[src/rtl/filter_stage_sequencer.sv]
// ---------------------------------------------------------------------------
// filter_stage_sequencer
//
// Sequences the enabled-register pipeline of the fixed-point filter datapath.
// For each accepted sample strobe it pulses, in order:
//   1. the input-register load enable,
//   2. one enable per pipeline stage, each on the last cycle of its settle
//      window,
//   3. the output-register enable together with a done pulse.
// A strobe that arrives while a computation is in flight is dropped and
// raises a sticky overrun flag.
//
// Every output is a flop loaded from the next-state decode, so there is no
// combinational path from any input to any output.
//
// Ports
//   clk          in   clock, rising edge
//   reset        in   asynchronous, active-high reset
//   start_i      in   new-sample strobe
//   abort_i      in   synchronous abort of the current computation
//   clear_ovr_i  in   clears the sticky overrun flag
//   load_en_o    out  input sample register enable
//   stage_en_o   out  one-hot stage register enables (NUM_STAGES bits)
//   out_en_o     out  output register enable
//   done_o       out  one-cycle pulse, coincident with out_en_o
//   busy_o       out  high while loading or walking the stages
//   overrun_o    out  sticky: start seen while busy
//   stage_idx_o  out  current stage index, 0 outside the stage walk
//   sample_cnt_o out  count of completed samples (wraps)
// ---------------------------------------------------------------------------
module filter_stage_sequencer #(
  parameter int NUM_STAGES   = 9,
  parameter int STAGE_CYCLES = 2,
  parameter int CNT_W        = 16
) (
  input  logic                          clk,
  input  logic                          reset,
  input  logic                          start_i,
  input  logic                          abort_i,
  input  logic                          clear_ovr_i,
  output logic                          load_en_o,
  output logic [NUM_STAGES-1:0]         stage_en_o,
  output logic                          out_en_o,
  output logic                          done_o,
  output logic                          busy_o,
  output logic                          overrun_o,
  output logic [$clog2(NUM_STAGES):0]   stage_idx_o,
  output logic [CNT_W-1:0]              sample_cnt_o
);

  localparam int IW = $clog2(NUM_STAGES) + 1;
  // A one-cycle window still needs a 1-bit counter to keep the logic uniform.
  localparam int CW = (STAGE_CYCLES > 1) ? $clog2(STAGE_CYCLES) : 1;
  localparam logic [CW-1:0] WIN_LAST = CW'(STAGE_CYCLES - 1);
  localparam logic [IW-1:0] IDX_LAST = IW'(NUM_STAGES - 1);

  typedef enum logic [1:0] {
    S_IDLE   = 2'd0,
    S_LOAD   = 2'd1,
    S_STAGE  = 2'd2,
    S_OUTPUT = 2'd3
  } state_t;

  state_t                state_q, state_d;
  logic [CW-1:0]         win_q, win_d;
  logic [IW-1:0]         idx_q, idx_d;
  logic [CNT_W-1:0]      cnt_q, cnt_d;
  logic                  ovr_q, ovr_d;
  logic [NUM_STAGES-1:0] stage_en_d;

  // Next-state, window/stage counters and completed-sample counter.
  always_comb begin
    state_d = state_q;
    win_d   = win_q;
    idx_d   = idx_q;
    cnt_d   = cnt_q;
    case (state_q)
      S_IDLE: begin
        // abort in the same cycle as start drops the strobe
        if (start_i && !abort_i) begin
          state_d = S_LOAD;
        end else begin
          state_d = S_IDLE;
        end
      end
      S_LOAD: begin
        win_d = {CW{1'b0}};
        idx_d = {IW{1'b0}};
        if (abort_i) begin
          state_d = S_IDLE;
        end else begin
          state_d = S_STAGE;
        end
      end
      S_STAGE: begin
        if (abort_i) begin
          state_d = S_IDLE;
          win_d   = {CW{1'b0}};
          idx_d   = {IW{1'b0}};
        end else if (win_q == WIN_LAST) begin
          win_d = {CW{1'b0}};
          if (idx_q == IDX_LAST) begin
            // Count the sample as completed when the output cycle is entered,
            // so the count is already updated alongside done.
            state_d = S_OUTPUT;
            idx_d   = {IW{1'b0}};
            cnt_d   = cnt_q + CNT_W'(1);
          end else begin
            idx_d = idx_q + IW'(1);
          end
        end else begin
          win_d = win_q + CW'(1);
        end
      end
      S_OUTPUT: begin
        // Back-to-back start goes straight to LOAD; abort overrides it.
        if (start_i && !abort_i) begin
          state_d = S_LOAD;
        end else begin
          state_d = S_IDLE;
        end
      end
      default: begin
        state_d = S_IDLE;
        win_d   = {CW{1'b0}};
        idx_d   = {IW{1'b0}};
      end
    endcase
  end

  // Sticky overrun: a set request in the same cycle beats clear.
  always_comb begin
    if (((state_q == S_LOAD) || (state_q == S_STAGE)) && start_i) begin
      ovr_d = 1'b1;
    end else if (clear_ovr_i) begin
      ovr_d = 1'b0;
    end else begin
      ovr_d = ovr_q;
    end
  end

  // Stage enable for the upcoming cycle: only the last window cycle fires.
  always_comb begin
    stage_en_d = {NUM_STAGES{1'b0}};
    for (int i = 0; i < NUM_STAGES; i++) begin
      stage_en_d[i] = (state_d == S_STAGE) && (win_d == WIN_LAST) &&
                      (idx_d == IW'(i));
    end
  end

  // State, counters and registered outputs.
  always_ff @(posedge clk or posedge reset) begin
    if (reset) begin
      state_q    <= S_IDLE;
      win_q      <= {CW{1'b0}};
      idx_q      <= {IW{1'b0}};
      cnt_q      <= {CNT_W{1'b0}};
      ovr_q      <= 1'b0;
      load_en_o  <= 1'b0;
      stage_en_o <= {NUM_STAGES{1'b0}};
      out_en_o   <= 1'b0;
      done_o     <= 1'b0;
      busy_o     <= 1'b0;
    end else begin
      state_q    <= state_d;
      win_q      <= win_d;
      idx_q      <= idx_d;
      cnt_q      <= cnt_d;
      ovr_q      <= ovr_d;
      load_en_o  <= (state_d == S_LOAD);
      stage_en_o <= stage_en_d;
      out_en_o   <= (state_d == S_OUTPUT);
      done_o     <= (state_d == S_OUTPUT);
      busy_o     <= (state_d == S_LOAD) || (state_d == S_STAGE);
    end
  end

  // idx_q is held at zero outside the stage walk, so it doubles as the index.
  assign stage_idx_o  = idx_q;
  assign sample_cnt_o = cnt_q;
  assign overrun_o    = ovr_q;

endmodule

[config.mk]
export PLATFORM = sky130hd
export DESIGN_NAME = filter_stage_sequencer
export DESIGN_NICKNAME = d
export VERILOG_FILES = /design/src/rtl/filter_stage_sequencer.sv
export SDC_FILE = /design/constraint.sdc
export NUM_CORES = 1
export LEC_CHECK = 0
export CORE_AREA = 4 4 65 67
export DETAILED_ROUTE_END_ITERATION = 8
export DIE_AREA = 0 0 69 71
export PLACE_DENSITY = 0.81
export SLEW_MARGIN = 20
export SYNTH_ARGS = -nofsm -noshare
export SYNTH_HDL_FRONTEND = slang
export SYNTH_SLANG_ARGS = --single-unit
[constraint.sdc]
create_clock -name clk -period 6.6 [get_ports clk]
set_clock_uncertainty 0.15 [all_clocks]
set_input_delay 1.32 -clock clk [delete_from_list [all_inputs] [get_ports clk]]
set_output_delay 1.32 -clock clk [all_outputs]
set_load 0.05 [all_outputs]
* Word-level counts from Yosys, hierarchy flattened
Cells that the tools add are included.
Storage, ports and cells: flip-flop bits (word level) 37, input port bits 5, output and inout bits 35, word-level logic and storage cells 63
Operators by class: add/sub/neg operators 3, equal/unequal tests 15, multiplexer cells 15, bitwise logic cells 1, reduce and logical (&&, ||, !) cells 20
Operators by type and width (number):
- == test 5 x 3 -> 1 bit (second input constant) | 4
- adder 16 x 1 -> 16 bit (second input constant) | 1
- two-way mux 5 bit | 3
- logical AND 1 bit | 12
- == test 5 x 2 -> 1 bit (second input constant) | 2
- == test 5 x 4 -> 1 bit (second input constant) | 2
- one-hot mux 5 bit (2 select lines) | 1
- == test 2 bit (second input constant) | 4
- two-way mux 2 bit | 4
- one-hot mux 2 bit (3 select lines) | 1
- adder 5 x 1 -> 5 bit (second input constant) | 1
- == test 5 x 1 -> 1 bit (second input constant) | 1
- logical NOT 5 bit | 1
- two-way mux 1 bit | 5
- == test 2 x 1 -> 1 bit (second input constant) | 2
- AND reduction 4 bit | 1
- logical NOT 2 bit | 1
- logical OR 1 bit | 2
- one-hot mux 1 bit (2 select lines) | 1
- nonzero test 2 bit | 1
- OR reduction 2 bit | 1
- adder 1 bit (second input constant) | 1
- logical NOT 1 bit | 1
- inverter 1 bit | 1

* Depth between registers and ports, before layout
depth after elaboration 8, mapped depth 13, gate-level depth less buffers 11

* Worst setup path before layout
No wires, ideal clock.
kind register to register, start reg idx_q[0] (netlist: stage_idx_o[0]), end reg stage_en_o[8], data arrival time 2810 ps, path slack 3545 ps, stages on the path, launching flop included 14, path through dfrtp_1 -> clkbuf_1 -> inv_1 -> ha_1 -> nor4bb_1 -> clkbuf_1 -> and2_1 -> o21ai_1 -> a211o_1 -> ha_1 -> inv_1 -> a2111o_1 -> nand3b_4 -> nor4b_2
On the way: longest elaborated chain between the ends 8, elaborated cells between the ends (all ways) 14, those cells by class 1 x add/sub; 3 x eq/ne; 8 x mux; 2 x reduce/logical
RTL lines:
- from (decl) | RTL line 66 | logic [IW-1:0] idx_q, idx_d;
- from (signal assigned) | RTL line 156 | idx_q <= {IW{1'b0}};
- from (signal assigned) | RTL line 167 | idx_q <= idx_d;
- parallel branches: the longest is 7 deep, another holds adder 5 x 1 -> 5 bit
- logical AND 1 bit * | RTL line 146 | stage_en_d[i] = (state_d == S_STAGE) && (win_d == WIN_LAST) &&
- net stage_en_d[8] | RTL line 69 | logic [NUM_STAGES-1:0] stage_en_d;
- to (signal assigned) | RTL line 160 | stage_en_o <= {NUM_STAGES{1'b0}};
- to (signal assigned) | RTL line 171 | stage_en_o <= stage_en_d;
- to (decl) | RTL line 42 | output logic [NUM_STAGES-1:0] stage_en_o,
Mark *: on every way through the listed nets, which the timed path passes. A chain may end at the register's enable or synchronous reset.

* Final worst setup path
start in abort_i, end reg stage_en_o[8]
On the way: longest elaborated chain between the ends 7, elaborated cells between the ends (all ways) 14, those cells by class 2 x eq/ne; 8 x mux; 4 x reduce/logical
RTL lines:
- from (decl) | RTL line 39 | input logic abort_i,
- logical NOT 1 bit | RTL line 80, 117
- logical AND 1 bit | RTL line 80, 117
- two-way mux 1 bit | RTL line 80, 117
- one-hot mux 2 bit (3 select lines) | RTL line 77 | case (state_q)
- == test 2 bit | RTL line 146
- logical AND 1 bit | RTL line 146
- logical AND 1 bit * | RTL line 146
- net stage_en_d[8] | RTL line 69
Mark *: on every way through the listed nets, which the timed path passes. The rest lies on a longest branch.

==> impl_metrics.ini <==
[grt]
grt_remaining_overflow = 0
grt_max_degree = 38
grt_usage_pct = 16.8
grt.busiest_layer = met2
met2_usage_pct = 27.4
met1_usage_pct = 21.6
grt_pass1_wl_mm = 6.64
grt_pass1_vias = 1398
grt_util_met3_pct = 4.26
grt_antenna_before_repair = 0

[final_layout]
multi_input_area_um2 = 862
nFillCells = 299
seqCellArea_um2 = 926
final_nets = 231
area_growth_pct = 28.3
instances_no_fill = 267
utilization_pct = 66.5
n_antenna_cell = 0
drive_above_1_share_pct = 7.31

[flow_run]
maxCapViolations = 0

[floorplan]
die_area_um2 = 4900
initial_core_util_pct = 51.8
rows = 22
die_h_um = 71
die_w_um = 69
core_area_um2 = 3630
io_pins = 40

[cts]
clkTransAtPathRegs_ns = 0.07
cts-resized-gates = 0
clk_latency_ns = 0.29
cts_buffers = 5
clock-sinks = 37
cts_tree = built
postCtsSetupBuffers = 0
clockRootBuffer = clkbuf_8
htreeDepth = 2
clk_path_buf_depth = 2
ctsHoldBuffers = 0

[synthesis]
synth_seq_cells = 37
synthCells = 180
ys_seq_area_share_pct = 49.2
synth-main-ff-cell = dfrtp_1
netlist.area_leader.share_pct = 49.2
yosysWarningCount = 0
synthArstFlopShare_pct = 100
synthTopCellsByArea = dfrtp_1 (49%), ha_1 (5.3%), xnor2_1 (3.7%)
syn_nets = 193
synth_edf_count = 0
syn_avg_cell_area_um2 = 10.5
synth.most_common_cell = dfrtp_1
yosys.area.top_type = dfrtp_1
syn-cell-area_um2 = 1880
yosysUniqueCellTypes = 48
yosys-top-cells-count = dfrtp_1 (37), nand2_1 (15), inv_1 (12)

[pwr]
power_density_nw_per_um2 = 196
peakVddDrop_mv = 0.133
power_leakage_nw = 1.08
power_mw = 0.472

[place]
dpl_worst_slack_ns = 3.03
place.gp.congestion = 0.879
place_hpwl_mm = 2.82
dp_cells = 259
portBuffers = 39

[sta]
hold_viol = 0
timing.fmax_mhz = 305
worst_slack_ns = 3.32
drv_slew = 0
relSlewSlack_pct = 63.3
setup_violations = 0
finalCriticalPeriod_ns = 3.28
fin_crit_sh_pct = 49.7
tightest_slew_ns = 0.551
rsz0062_at_grt = false
setup-tns-final_ns = 0

[route]
viasPerCell = 5.51
drtIter0Drc = 63
dr.pass1.iters = 4
vias = 1471
wirelength_mm = 3.89
ant_nets = 0
wl_per_cell_um = 14.6
drcViolationCount = 0

[worst_hold_path]
hp-class = reg -> reg

[setup_path]
cp_top_family = simple AND/OR/NAND/NOR gates
slowest_stage = or4b_4
cp-end-kind = flop
cp-start-kind = input pin
max_stage_delay_ns = 0.56
required_ns = 6.64
arrival_ns = 3.32
crit_type = in -> reg
cp_num_buf_inv = 1
crit_chain = clkdlybuf4s50_1, or4b_4, a2111o_1, nand3b_4, nor4b_2
crit_path_max_fanout = 9

[status]
status = completed
stage by stage:
stage / hold slack [ns] / cell area (um2)
global placement: 0.306 / 2300
global route: 0.369 / 2410
floorplan: 0.443 / 1880
detailed placement: 0.326 / 2300
CTS: 0.336 / 2410
finish: 0.328 / 2410
layout make-up:
| class | count | share of cell area (%) |
|---|---|---|
| sequential | 37 | 38.3 |
| multi-input combinational | 121 | 35.7 |
| timing repair buffer | 41 | 16.8 |
| clock buffer | 7 | 3.58 |
| tap | 48 | 2.49 |
| inverter | 12 | 1.87 |
| clock inverter | 1 | 1.24 |
logic make-up after synthesis:
logic type                 Yosys count  share of synthesized area [%]
buffers and inverters               22                           4.99
AOI/OAI and AO/OA                   30                           11.4
and+or+nand+nor                     65                           20.4
DFF                                 37                           49.2
muxes                                3                           1.66
xor gates and xnor gates            15                           6.98
adders and majority gates            8                           5.32
layer usage:
layer,share of wire [%],wire length (um)
met1,44,1690
met2,49,1920
met3,5.2,203
met4,2.0,76
met5,0,0
power by group:
part	internal [mW]	switching, mW	leakage [nW]	total, mW
clock	0.123	0.0773	0.0585	0.200
sequential	0.230	0.00366	0.508	0.234
combinational	0.0131	0.0251	0.518	0.0382
total	0.366	0.106	1.08	0.472
worst paths after layout:
| path | startpoint | slack, ns | depth (start not counted) | end |
|---|---|---|---|---|
| setup reg to reg | stage_idx_o[0] | 3.61 | 12 | stage_en_o[8] |
| min in group asynchronous | reset | 1.30 | 3 | sample_cnt_o[8] |
| setup / recovery | abort_i | 3.32 | 5 | stage_en_o[8] |
| hold / removal | sample_cnt_o[15] | 0.33 | 1 | sample_cnt_o[15] |
| max in group asynchronous | reset | 4.68 | 3 | stage_en_o[8] |
| hold reg to reg | sample_cnt_o[15] | 0.33 | 1 | sample_cnt_o[15] |
placed cells by master (no fill, tap or decap), types with 2 or more instances in the layout:
| cell type | netlist | final |
|---|---|---|
| buf_4 | 1 | 2 |
| nor2b_1 | 2 | 2 |
| o41ai_1 | 2 | 2 |
| clkdlybuf4s50_1 | 0 | 39 |
| a31oi_1 | 2 | 2 |
| clkbuf_8 | 0 | 6 |
| a21oi_1 | 5 | 5 |
| ha_1 | 8 | 8 |
| nand3_1 | 8 | 8 |
| dfrtp_1 | 37 | 37 |
| inv_1 | 12 | 12 |
| nor2_1 | 9 | 9 |
| o21ai_0 | 4 | 4 |
| mux2i_1 | 2 | 2 |
| nand4_1 | 6 | 6 |
| nand2_1 | 15 | 15 |
| nand2b_1 | 2 | 2 |
| xnor2_1 | 8 | 8 |
| a211oi_1 | 3 | 3 |
| nor3b_1 | 2 | 2 |
| and4_1 | 4 | 4 |
| xor2_1 | 7 | 7 |
| nor3_1 | 6 | 6 |
| and3b_1 | 2 | 2 |
state kept, by name, summed over array words and instances (netlist names):
signal	flops
state_q	2
stage_en_o	9
win_q	1
sample_cnt_o	16
done_o	1
stage_idx_o	5
load_en_o	1
busy_o	1
overrun_o	1
No activity file was read; power rests on OpenSTA's default activity.
